File: config.mk
export PLATFORM = sky130hd
export DESIGN_NAME = game_seq
export DESIGN_NICKNAME = d
export VERILOG_FILES = /design/src/rtl/game_seq.sv
export SDC_FILE = /design/constraint.sdc
export NUM_CORES = 1
export LEC_CHECK = 0
export ABC_AREA = 1
export BUFFER_PORTS_ARGS = -buffer_cell sky130_fd_sc_hd__buf_2
export CORE_MARGIN = 1
export CORE_UTILIZATION = 47
export CTS_CLUSTER_DIAMETER = 200
export CTS_CLUSTER_SIZE = 25
export DETAILED_ROUTE_END_ITERATION = 10
export GPL_TIMING_DRIVEN = 0
export PLACE_DENSITY = 0.77
export SLEW_MARGIN = 10
export SYNTH_ARGS = -nofsm -noshare
export SYNTH_HDL_FRONTEND = slang
export SYNTH_SLANG_ARGS = --single-unit
File: constraint.sdc
create_clock -name frame_clk -period 3.04 [get_ports frame_clk]
set_clock_uncertainty 0.2 [all_clocks]
set_input_delay 0.608 -clock frame_clk [delete_from_list [all_inputs] [get_ports frame_clk]]
set_output_delay 0.608 -clock frame_clk [all_outputs]
set_load 0.005 [all_outputs]
File: src/rtl/game_seq.sv
// game_seq: frame-rate game-flow sequencer for the PacMan datapath.
// Owns lives, the ready/death countdown, the frightened counter and user pause,
// and turns collision / power-pellet / pellet-count status into mover controls.
module game_seq #(
  parameter int START_LIVES   = 3,
  parameter int READY_FRAMES  = 120,
  parameter int DEATH_FRAMES  = 90,
  parameter int FRIGHT_FRAMES = 360,
  parameter int BLINK_FRAMES  = 120,
  parameter logic [7:0] KEY_START = 8'h2C,
  parameter logic [7:0] KEY_PAUSE = 8'h13
) (
  input  logic       frame_clk,
  input  logic       Reset,
  input  logic [7:0] keycode,
  input  logic       ghost_hit,
  input  logic       power_eaten,
  input  logic [7:0] pellets_left,
  output logic       pause,
  output logic       lifeDown,
  output logic       new_game,
  output logic [1:0] lives,
  output logic       fright,
  output logic       fright_blink,
  output logic       ghost_eaten,
  output logic [2:0] state,
  output logic       game_over,
  output logic       win
);

  typedef enum logic [2:0] {
    IDLE    = 3'd0,
    READY   = 3'd1,
    PLAY    = 3'd2,
    PAUSED  = 3'd3,
    DYING   = 3'd4,
    RESPAWN = 3'd5,
    OVER    = 3'd6,
    WIN     = 3'd7
  } state_t;

  localparam logic [9:0] READY_LOAD  = 10'(READY_FRAMES - 1);
  localparam logic [9:0] DEATH_LOAD  = 10'(DEATH_FRAMES - 1);
  localparam logic [8:0] FRIGHT_LOAD = 9'(FRIGHT_FRAMES);
  localparam logic [8:0] BLINK_LIMIT = 9'(BLINK_FRAMES);
  localparam logic [1:0] LIVES_LOAD  = 2'(START_LIVES);

  state_t     cur_state, nxt_state;
  logic [9:0] timer, timer_nxt;
  logic [8:0] fright_cnt, fright_cnt_nxt;
  logic [1:0] lives_nxt;
  logic [7:0] key_prev;
  logic       start_press, pause_press, fright_active;
  logic       new_game_nxt, life_down_nxt, ghost_eaten_nxt;
  logic       fright_blink_nxt;

  // A press is the first frame a key code appears, so holding a key acts once.
  assign start_press   = (keycode == KEY_START) && (key_prev != KEY_START);
  assign pause_press   = (keycode == KEY_PAUSE) && (key_prev != KEY_PAUSE);
  assign fright_active = (fright_cnt != 9'd0);
  assign state         = cur_state;

  // Next-state, counter and pulse decisions for the current frame.
  always_comb begin
    nxt_state       = cur_state;
    timer_nxt       = timer;
    fright_cnt_nxt  = fright_cnt;
    lives_nxt       = lives;
    new_game_nxt    = 1'b0;
    life_down_nxt   = 1'b0;
    ghost_eaten_nxt = 1'b0;

    case (cur_state)
      IDLE, OVER, WIN: begin
        fright_cnt_nxt = 9'd0;
        if (start_press) begin
          nxt_state     = READY;
          timer_nxt     = READY_LOAD;
          lives_nxt     = LIVES_LOAD;
          new_game_nxt  = 1'b1;
          life_down_nxt = 1'b1;
        end
      end

      READY: begin
        if (timer == 10'd0) nxt_state = PLAY;
        else                timer_nxt = timer - 10'd1;
      end

      PLAY: begin
        if (pellets_left == 8'd0) begin
          nxt_state      = WIN;
          fright_cnt_nxt = 9'd0;
        end else if (ghost_hit && !fright_active) begin
          nxt_state      = DYING;
          timer_nxt      = DEATH_LOAD;
          fright_cnt_nxt = 9'd0;
        end else begin
          if (power_eaten)        fright_cnt_nxt = FRIGHT_LOAD;
          else if (fright_active) fright_cnt_nxt = fright_cnt - 9'd1;
          if (ghost_hit)          ghost_eaten_nxt = 1'b1;
          else if (pause_press)   nxt_state = PAUSED;
        end
      end

      PAUSED: begin
        if (pause_press) nxt_state = PLAY;
      end

      DYING: begin
        if (timer != 10'd0) begin
          timer_nxt = timer - 10'd1;
        end else if (lives == 2'd1) begin
          lives_nxt = 2'd0;
          nxt_state = OVER;
        end else begin
          nxt_state     = RESPAWN;
          life_down_nxt = 1'b1;
          if (lives != 2'd0) lives_nxt = lives - 2'd1;
        end
      end

      RESPAWN: begin
        nxt_state = READY;
        timer_nxt = READY_LOAD;
      end

      default: nxt_state = IDLE;
    endcase

    fright_blink_nxt = (fright_cnt_nxt != 9'd0) && (fright_cnt_nxt <= BLINK_LIMIT);
  end

  // Frame register: state, counters, key history and every registered output.
  always_ff @(posedge frame_clk) begin
    if (!Reset) begin
      cur_state    <= IDLE;
      timer        <= 10'd0;
      fright_cnt   <= 9'd0;
      lives        <= LIVES_LOAD;
      key_prev     <= 8'h00;
      pause        <= 1'b1;
      lifeDown     <= 1'b0;
      new_game     <= 1'b0;
      ghost_eaten  <= 1'b0;
      fright       <= 1'b0;
      fright_blink <= 1'b0;
      game_over    <= 1'b0;
      win          <= 1'b0;
    end else begin
      cur_state    <= nxt_state;
      timer        <= timer_nxt;
      fright_cnt   <= fright_cnt_nxt;
      lives        <= lives_nxt;
      key_prev     <= keycode;
      pause        <= (nxt_state != PLAY);
      lifeDown     <= life_down_nxt;
      new_game     <= new_game_nxt;
      ghost_eaten  <= ghost_eaten_nxt;
      fright       <= (fright_cnt_nxt != 9'd0);
      fright_blink <= fright_blink_nxt;
      game_over    <= (nxt_state == OVER);
      win          <= (nxt_state == WIN);
    end
  end

endmodule

# Word level (Yosys, flattened, before mapping)
# Cells that the tools add are included.
[totals]
wordCells = 91
in_bits = 20
regBits = 40
out_inout_bits = 13
[classes]
order_cmp = 1
bitwise = 2
addsub = 3
muxes = 31
reduce_logical = 19
n_eq_ne = 22
[op_table]
columns = ["operator", "n"]
rows = [
  ["$mux W10", 5],
  ["$pmux W10 S5", 1],
  ["$mux W9", 4],
  ["$mux W3", 8],
  ["$eq A3 B3 Y1 const B", 6],
  ["$pmux W3 S6", 1],
  ["$pmux W9 S2", 1],
  ["$reduce_bool A9 Y1", 2],
  ["$ne A2 B2 Y1 const B", 6],
  ["$logic_not A10 Y1", 1],
  ["$mux W2", 5],
  ["$reduce_bool A10 Y1", 1],
  ["$sub A10 B1 Y10 const B", 1],
  ["$le A9 B7 Y1 const B", 1],
  ["$sub A9 B1 Y9 const B", 1],
  ["$eq A8 B5 Y1 const B", 1],
  ["$eq A8 B6 Y1 const B", 1],
  ["$logic_not A8 Y1", 1],
  ["$ne A8 B5 Y1 const B", 1],
  ["$ne A8 B6 Y1 const B", 1],
  ["$eq A3 B2 Y1 const B", 2],
  ["$reduce_and A6 Y1", 1],
  ["$reduce_bool A5 Y1", 1],
  ["$logic_and A1 B1 Y1", 4],
  ["16 further kinds", 21],
]

# Logic depth before layout (Yosys ltp)
[depth]
word_depth = 8
ltp_mapped = 15
depth_no_buf = 15

# Worst setup path before layout
# Ideal clock, no wire load.
[synth_timing]
path_type = "register to register"
start = "reg fright_cnt[0]"
end = "reg timer[7]"
t_required_ns = 2.721
arrival_time_ns = 1.621
setup_slack_ns = 1.100
path_stages_with_launch = 13
n_path_buf = 1
cell_sequence = "dfxtp_1 -> inv_1 -> ha_1 -> nand2_1 -> nor2_1 -> nand3_1 -> nand2_1 -> o21ai_4 -> nor2_1 -> nand2_2 -> buf_6 -> o21ai_0 -> a21oi_1"
[synth_between]
elab_chain_len = 5
[synth_rtl]
columns = ["item", "line", "rtl"]
rows = [
  ["start, declared", "50", "logic [8:0] fright_cnt, fright_cnt_nxt;"],
  ["start signal, assigned", "153", "fright_cnt <= fright_cnt_nxt;"],
  ["$reduce_bool A9 Y1", "60", "assign fright_active = (fright_cnt != 9'd0);"],
  ["$logic_not A1 Y1", "94", "end else if (ghost_hit && !fright_active) begin"],
  ["$logic_and A1 B1 Y1", "94", ""],
  ["$ne A2 B2 Y1 (no line)", "-", ""],
  ["$reduce_and A6 Y1 (no line)", "-", ""],
  ["end signal, assigned", "152", "timer <= timer_nxt;"],
  ["end, declared", "49", "logic [9:0] timer, timer_nxt;"],
]
# Every way passes these cells.
# A chain may end at the register's enable or synchronous reset.

# Worst setup path after layout
[layout_timing]
start = "reg fright_cnt[0]"
end = "reg fright"
[layout_between]
elab_chain_len = 7
elab_cells_between_ends = 10
classes_between = "add/sub (1); mux (5); reduce/logical (4)"
[layout_rtl]
columns = ["item", "line", "rtl"]
rows = [
  ["$sub A9 B1 Y9 or $reduce_bool A9 Y1 (tied branches)", "100, 60", ""],
  ["$mux W9 or $logic_not A1 Y1 (tied branches)", "100, 94", ""],
  ["$mux W9 or $logic_and A1 B1 Y1 (tied branches)", "99, 94", ""],
  ["$mux W9", "94", ""],
  ["$mux W9", "91", "if (pellets_left == 8'd0) begin"],
  ["$pmux W9 S2 (*)", "73", "case (cur_state)"],
  ["$reduce_bool A9 Y1 (*)", "160", "fright <= (fright_cnt_nxt != 9'd0);"],
  ["end signal, assigned", "160", ""],
  ["end, declared", "23", "output logic fright,"],
]
# Mark *: on every way between the ends. The rest lies on a longest branch, timed or not.

==> run summary <==
The run finished with clean final reports. The floorplan has 25 rows. After synthesis, the cell types taking the most area are dfxtp_1 33%, nand2_1 13%, nor2_1 10%.

For the final standard cell utilization of the core, the log shows 0.570. Counting instances in the post-synthesis netlist gives the leading cell types as 85 x nand2_1, 66 x nor2_1, 52 x inv_1. Leading cell type by number of instances after synthesis: nand2_1. For this block, the initial DRC count from the detailed router was 110.

The last weighted congestion value of the routability-driven placer came out at 0.928. The logs give 9060 um for the global-route wire length before repair and 34 for the distinct cell type count of the synthesized netlist. The tools report the met3 track demand over resource in global routing as 0.0357. The number of failing hold endpoints at the final stage is 0. TritonCTS built the clock tree.

The worst setup path is launched from a register. For the max-capacitance violation count, the log shows 0. For flop-to-flop paths, the worst setup slack is 650 ps.

The critical path's most frequent cell is nor2_1. The ratio of cells with drive above 1 in the final layout is 0.176. The tools report the data required time of the critical path as 3030 ps.

Core box area: 4850 sq um. Counting both buffers and inverters, the worst setup path holds a total of 2. After clock tree synthesis, the clock-pin slew on the worst setup and hold paths is 70 ps.

Yosys printed 0 warnings. Summed over all layers, the global routing overflow is 0. The register bit count reported by yosys is 40.

For the initial cell density of the core, the log shows 0.500. The tools report the post-synth net total as 401. The total cell area at the placement stage was 2670 sq um; the final non-filler cell area was 2760 sq um. The number of global-route vias before repair came out at 2183. After synthesis the cells add up to 2420 sq um.

The x dimension of the die was 73.8 um; the detailed-router iteration count before antenna repair was 4. The final clock period utilization by the worst path is 0.788. For the maximum ir drop on the vdd rail, the log shows 0.419 mV. Dividing total power by cell area gives a power density of 778 nW/um^2. Number of nets with antenna violations after detailed routing: 0.

Top cell type by total area after synthesis: dfxtp_1. The run gives 0 as the count of hold buffers inserted by post-cts repair. For the worst-skew pair, the clock arrives at the later sink with an insertion delay of 290 ps.

The average cell area after synthesis came out at 6.45 sq um. The worst register-to-register path has a depth of 13. Relative max-transition margin: 0.641.

The final number of max-transition violations was 0; the wire length reported by the detailed router was 5380 um. After the last flow step, the layout net total stands at 440. The number of flops mapped to enable cells by yosys was 0.

The largest fanout on the critical path came out at 6. In this run the static leakage power is 1.41 nW. Entering global routing, the biggest net connects 12 pins. The largest single stage delay on the critical path is 320 ps. The share of the synthesized area in the top cell type is 0.330. Dividing the detail-routed wire length by the instance count gives 11.2 um. The worst hold path begins at timer[1]. Busiest layer in global routing: met2. The final route contains 2369 vias.

Capturing element type of the critical path: a register. The sequential fraction of the synthesis area is 0.330. For the finished layout, the period the worst path requires is 2390 ps. Among cell families on the critical path, the largest total delay comes from simple AND/OR/NAND/NOR gates.

Synthesis produced a netlist whose cell count is 376. The longest clock path from root to sink contains 2 buffers. The global-route met2 utilization was 0.380; the y dimension of the die was 73.8 um.

TritonCTS created 5 clock buffers. At the pin with the least slew margin, the transition time is 537 ps. The startpoint-to-endpoint class of the critical path was reg2reg. Among all stages on the critical path, the largest delay is contributed by dfxtp_1. The area growth from synthesis to final layout came out at 14.0%. The tools report the capture point of the worst reg-to-reg path as fright. For the met1 track demand over resource, the log shows 0.252. The worst hold path cell count was 2; the global routing usage summed across all routing layers was 0.216. Overall power consumption after layout is estimated at 2.15 mW.

The share of flip-flops with an asynchronous set or reset after synthesis came out at 0. The initial antenna violation count was 0. The signal on the critical path passes through inv_1 > ha_1 > nand2_1 > nor2_1 > nand3_1 > nand4_1 > nor2_1 > nor2_1 > nand3_1 > nor2_1 > nand2_1 > nand2_1 > inv_1.

The most used flip-flop cell after synthesis is dfxtp_1. The number of setup buffers added after CTS is 0. For the count of clock tree sinks, the log shows 40.

The tightest min-delay check is of the reg2reg type. The tree is rooted in a clkbuf_8. Setup violations remaining at the end of the flow were counted as 0.

In this run, post-CTS repair resized a total of 0 instances. The total I/O pin count was 33; the number of remaining DRC errors was 0. Area of the die: 5450 sq um. Detailed placement finished with a half-perimeter wire length of 4120 um. The origin of the critical flop-to-flop path is fright_cnt[0].

Data arrives at the worst endpoint at 2390 ps. The clock tree synthesis step divided the H-tree into 2 levels. In the routed layout, each cell is associated on average with a via count of 4.91.

Setup repair after global routing left no endpoint under its margin. For the final routed database, the setup TNS stands at 0 ps. For this run, the top clock speed supported by timing is 0.418 GHz.

For the number of antenna diodes, the log shows 0. The count of input and output buffers came out at 32. The terminating pin of the worst hold path is timer[1].
## registers in the layout, indices dropped and copies added (netlist names), 2 cells and up
signal and flops:
timer 10, fright_cnt 9, key_prev 8, state 3, lives 2
## tightest hold or removal path, delay by kind of cell, from the launching register on
| family | cells | cell delay (ps) |
|---|---|---|
| AO/OA/AOI/OAI | 1 | 60 |
| flip-flops | 1 | 320 |
| buffers and inverters | 1 | 70 |
## worst max-delay path by stage
| stage | startpoint | endpoint | cells past startpoint |
|---|---|---|---|
| final | fright_cnt[0] | fright | 13 |
| after global routing | fright_cnt[0] | fright | 13 |
| after CTS | fright_cnt[0] | fright | 13 |
| after detailed placement | fright_cnt[0] | fright | 13 |
| after global placement | fright_cnt[0] | fright | 13 |
| after floorplan | fright_cnt[0] | timer[7] | 12 |
## power by group
group          internal, mW  switching (mW)  leakage, nW  total, mW
Clock                 0.202           0.178       0.0503      0.380
Sequential            0.608          0.0733        0.327      0.681
Combinational         0.383           0.705         1.03       1.09
## through the flow
stage | instances | setup slack [ps] | hold WS (ps)
floorplan | 376 | 1100 | 248
global placement | 475 | 721 | 263
global route | 482 | 436 | 292
CTS | 482 | 658 | 282
detailed placement | 475 | 660 | 271
finish | 482 | 646 | 285
## kinds of logic (layout without fill, tap and decap cells)
logic type | count (synthesis) | in the layout | share of synthesized area
AND/OR/NAND/NOR | 206 | 206 | 0.393
buffers and inverters | 71 | 110 | 0.116
AO/OA/AOI/OAI | 50 | 50 | 0.120
flip-flops | 40 | 40 | 0.330
adder cells (fa/ha/maj) | 5 | 5 | 0.0258
XOR/XNOR | 4 | 4 | 0.0145
## placed cells by master, fill, tap and decap left out, types with 3 or more instances in the layout
cell type  instances
a21oi_1           19
buf_2             32
clkbuf_1           3
clkbuf_8           7
dfxtp_1           40
ha_1               5
inv_1             52
inv_2             12
nand2_1           85
nand2_4            3
nand3_1           23
nand4_1            6
nor2_1            66
nor2_2             3
nor3_1             6
o21ai_0           18
o21ai_1            6
xor2_1             4
## layer usage
metal  up-vias  wire (um)
li1       1258          -
met1      1041       2470
met2        61       2570
met3         9        247
met4         0         99
met5         -          0
## layout make-up
class                      count  area [sq um]
buffer                         4          22.5
clock buffer                   7          96.3
timing repair buffer          32           160
fill                         456          2080
tap                           67          83.8
sequential                    40           801
multi-input combinational    265          1340
inverter                      67           259
Power figures use the tool's default switching activity.
